### src/rtl/arb_pkg.sv
// arb_pkg: shared arbitration mode constants and index-width helper
package arb_pkg;
  localparam int ARB_RR    = 0;
  localparam int ARB_FIXED = 1;
  function automatic int idx_width(input int n);
    return (n <= 1) ? 1 : $clog2(n);
  endfunction
endpackage

### src/rtl/rr_pick.sv
// rr_pick: rotating priority encoder, first request at or above ptr wins
module rr_pick #(
  parameter int NUM_INPUTS = 32,
  parameter int SEL_WIDTH  = 5
) (
  input  logic [NUM_INPUTS-1:0] req,
  input  logic [SEL_WIDTH-1:0]  ptr,
  output logic [NUM_INPUTS-1:0] gnt_onehot,
  output logic [SEL_WIDTH-1:0]  gnt_idx,
  output logic                  any_req
);
  assign any_req    = |req;
  assign gnt_onehot = any_req ? (NUM_INPUTS'(1) << gnt_idx) : '0;
  // scan offsets from farthest to nearest so the nearest request at or above ptr wins
  always_comb begin
    int i;
    gnt_idx = '0;
    i = 0;
    for (int k = NUM_INPUTS - 1; k >= 0; k--) begin
      i = int'(ptr) + k;
      i = (i >= NUM_INPUTS) ? i - NUM_INPUTS : i;
      if (req[i]) gnt_idx = SEL_WIDTH'(i);
    end
  end
endmodule

### src/rtl/arb_mux_reg.sv
// arb_mux_reg: arbitrated valid/ready mux with a one-entry registered output stage
module arb_mux_reg
  import arb_pkg::*;
#(
  parameter int INPUT_WIDTH = 32,
  parameter int NUM_INPUTS  = 32,
  parameter int SEL_WIDTH   = idx_width(NUM_INPUTS),
  parameter int ARB_MODE    = ARB_RR
) (
  input  logic                   clk,
  input  logic                   rst,
  input  logic [INPUT_WIDTH-1:0] in_data [NUM_INPUTS],
  input  logic [NUM_INPUTS-1:0]  in_valid,
  output logic [NUM_INPUTS-1:0]  in_ready,
  output logic [INPUT_WIDTH-1:0] out_data,
  output logic [SEL_WIDTH-1:0]   out_idx,
  output logic                   out_valid,
  input  logic                   out_ready
);
  logic [SEL_WIDTH-1:0]  ptr;
  logic [SEL_WIDTH-1:0]  pick_ptr;
  logic [NUM_INPUTS-1:0] gnt_onehot;
  logic [SEL_WIDTH-1:0]  gnt_idx;
  logic                  any_req;
  logic                  load_en;
  assign load_en  = !out_valid || out_ready;
  assign pick_ptr = (ARB_MODE == ARB_FIXED) ? '0 : ptr;
  assign in_ready = (load_en && !rst) ? gnt_onehot : '0;
  rr_pick #(.NUM_INPUTS(NUM_INPUTS), .SEL_WIDTH(SEL_WIDTH)) u_pick (
    .req       (in_valid),
    .ptr       (pick_ptr),
    .gnt_onehot(gnt_onehot),
    .gnt_idx   (gnt_idx),
    .any_req   (any_req)
  );
  // output stage loads the winner or drains when free; pointer advances past each winner
  always_ff @(posedge clk) begin
    if (rst) begin
      out_valid <= 1'b0;
      out_data  <= '0;
      out_idx   <= '0;
      ptr       <= '0;
    end else if (load_en) begin
      out_valid <= any_req;
      if (any_req) begin
        out_data <= in_data[gnt_idx];
        out_idx  <= gnt_idx;
        if (ARB_MODE == ARB_RR)
          ptr <= (gnt_idx == SEL_WIDTH'(NUM_INPUTS - 1)) ? '0 : gnt_idx + 1'b1;
      end
    end
  end
endmodule
### config.mk
export PLATFORM = sky130hd
export DESIGN_NAME = arb_mux_reg
export DESIGN_NICKNAME = d
export VERILOG_FILES = /design/src/rtl/arb_pkg.sv /design/src/rtl/rr_pick.sv /design/src/rtl/arb_mux_reg.sv
export SDC_FILE = /design/constraint.sdc
export NUM_CORES = 1
export LEC_CHECK = 0
export ABC_CLOCK_PERIOD_IN_PS = 7200
export BUFFER_PORTS_ARGS = -buffer_cell sky130_fd_sc_hd__buf_2
export CORE_AREA = 2 2 444 446
export CTS_CLUSTER_DIAMETER = 120
export DETAILED_ROUTE_END_ITERATION = 10
export DIE_AREA = 0 0 446 448
export PLACE_DENSITY_LB_ADDON = 0.15
export SYNTH_ARGS = -nofsm -noshare
export SYNTH_HDL_FRONTEND = slang
export SYNTH_SLANG_ARGS = --single-unit
### constraint.sdc
create_clock -name clk -period 7.2 [get_ports clk]
set_input_delay 0.72 -clock clk [delete_from_list [all_inputs] [get_ports clk]]
set_output_delay 0.72 -clock clk [all_outputs]
set_load 0.1 [all_outputs]
==> out/qor.yml <==
status:
  outcome: "finished, final reports clean"
sta:
  min_period_over_period_pct: 99.1
  rsz0062_at_grt: "no"
  tightest_slew_ps: 1340
  fin_crit_ps: 7140
  max_slew_margin_pct: 10.8
  finalWorstSetupSlack_ps: 62.7
  setup_viol: 0
  fin_skew_ps: 25.3
  fmax_mhz: 140
  slew_violations: 0
  hold_ws_ps: 499
  hold_viol: 0
  finalSetupTns_ps: 0
setup_path:
  cp.arrival_ps: 7320
  crit_fanout: 31
  path_cells: "buf_4 > ha_1 > xor2_2 > mux4_2 > inv_1 > o21a_1 > o21ai_0 > o311ai_0 > and3b_1 > a211o_1 > a32oi_1 > o21ai_1 > buf_4 > nand2_4 > buf_4 > buf_4 > nor2_4 > buf_12 > buf_4 > a222oi_1 > nand4_1"
  rr_startpoint: "pick_ptr[2]$_SDFFE_PP0P_"
  critPathKind: "register to register"
  cp_common_cell: "buf_4"
  slowest_stage: "a222oi_1"
  critPathMaxStageDelay_ps: 1120
  crit_path_start_kind: "register"
  critPathBufInv: 7
  critPathLaunch: "pick_ptr[2]$_SDFFE_PP0P_"
  critical_path.endpoint_type: "register"
  path_delay_family: "compound AO/OA/AOI/OAI gates"
  cp_data_required_time_ps: 7390
detailed_routing:
  wire_per_inst_um: 35.5
  ant_nets: 0
  via_per_inst: 4.16
  wirelength_um: 216000
  drc_errors: 0
  drtIter0Drc: 2264
  dr.pass1.iters: 6
  vias: 25260
floorplanning:
  die_w_um: 446
  start_util_pct: 8.96
  design.die.area_um2: 200000
  core_area_um2: 195000
  ios: 1129
  die_h_um: 448
  rows: 162
layout:
  num-nets-final: 4492
  syn_to_final_growth_pct: 71.8
  layout_common_cells: "buf_2 (1,096), mux2i_1 (583), buf_4 (299)"
  layout.cells.most_common: "buf_2"
  drive_gt1_share_pct: 50.0
grt:
  grtUsageTotal_pct: 20.5
  grt_pass1_wl_um: 267000
  grt_overflow: 0
  grt_max_degree: 86
  grt_pass1_vias: 25167
  antenna_found_initial: 134
synthesis:
  synth-main-ff-cell: "dfxtp_1"
  avgSynthCellArea_um2: 8.17
  async_flop_share_pct: 0
  synthCells: 2134
  ys_warn_count: 0
  synth_edf_count: 0
  syn_area_um2: 17400
  ys_types: 84
  yosysSeqAreaShare_pct: 4.93
  ys_ff_latch: 43
  syn-num-nets: 3206
min_path:
  worstHoldStart: "out_idx[3]$_SDFFE_PP0P_"
  hold_class: "register to register"
clock_tree:
  cts_buffers: 5
  cts-root-buf: "clkbuf_16"
  clockBufferDepth: 2
  clk_pin_slew_ps: 100
  cts_tree: "yes"
  clkSinkCount: 43
  cts.hold.buffers_added: 0
  ctsHtreeMaxLevel: 2
  clk_latency_ps: 370
place:
  pre_cts_slack_ps: -170
  io_buffers: 1128
  hpwl_um: 192000
  gp_congestion: 0.930
job:
  max_cap_violations: 0
==> Yosys cell counts (43+ instances only) <==
cell	n	area share, %
a21oi_1	58	1.7
a22oi_1	108	4.6
buf_2	73	2.1
clkbuf_1	86	1.9
dfxtp_1	43	4.9
mux2_2	48	3.1
mux2i_1	586	34
mux4_2	85	11
nand2_1	141	3.0
nand3_1	168	4.8
nor2_1	95	2.0
o22ai_1	77	2.8
==> through the flow <==
step	cell area, um2	std cells	util [%]
global route	29900	6046	15.4
CTS	29700	5962	15.2
global placement	29400	5950	15.1
floorplan	17500	2134	-
finish	30000	6072	15.4
detailed placement	29500	5954	15.1
==> kinds of logic after synthesis <==
group | after synthesis | synth area share, %
DFF | 43 | 4.93
adders and majority gates | 13 | 0.932
and+or+nand+nor | 548 | 15.2
xor gates and xnor gates | 37 | 1.99
buffers and inverters | 251 | 7.15
muxes | 719 | 47.7
AOI/OAI and AO/OA | 523 | 22.1
==> path summary, 6_finish.rpt <==
path,to,slack [ps],cells after the start
max,out_data[29]$_SDFFE_PP0P_,60,21
min,out_idx[3]$_SDFFE_PP0P_,500,2
max reg2reg,out_data[29]$_SDFFE_PP0P_,60,21
min reg2reg,out_idx[3]$_SDFFE_PP0P_,500,2
==> sequential cells by signal (all words and copies together), names as in the netlist <==
| register | cells |
|---|---|
| out_data | 32 |
| out_valid | 1 |
| pick_ptr | 5 |
| out_idx | 5 |
==> per-layer routing <==
layer | vias up | track usage, % | wire [um]
met5 | - | 0 | 284
met4 | 46 | 9.38 | 9840
met3 | 274 | 4.28 | 13400
met2 | 1167 | 36.6 | 111000
met1 | 12563 | 23.3 | 81300
li1 | 11210 | - | -
==> final cells by class <==
class | count | area [um2]
antenna | 109 | 273
clock buffer | 5 | 125
clock inverter | 3 | 43.8
fill | 22422 | 165000
inverter | 32 | 121
multi-input combinational | 1840 | 15600
sequential | 43 | 867
tap | 2542 | 3180
timing repair buffer | 1498 | 9770
==> repair_timing <==
action | in CTS | in global routing
gates resized for setup | 5 | 4
pin swaps | 1 | 2
setup endpoints to repair | 5 | 4
buffers inserted | 0 | 1
==> worst reg2reg max path: stages, from the launching register on <==
cell and delay (ps):
dfxtp_1 370, buf_4 430, ha_1 400, xor2_2 500, mux4_2 610, inv_1 120
o21a_1 310, o21ai_0 210, o311ai_0 680, and3b_1 270, a211o_1 290, a32oi_1 180
o21ai_1 140, buf_4 170, nand2_4 50, buf_4 150, buf_4 270, nor2_4 80
buf_12 170, buf_4 260, a222oi_1 1120, nand4_1 180
Power is not shown: default switching activity piles up to over one toggle a cycle in this logic, so the estimate is an artifact.
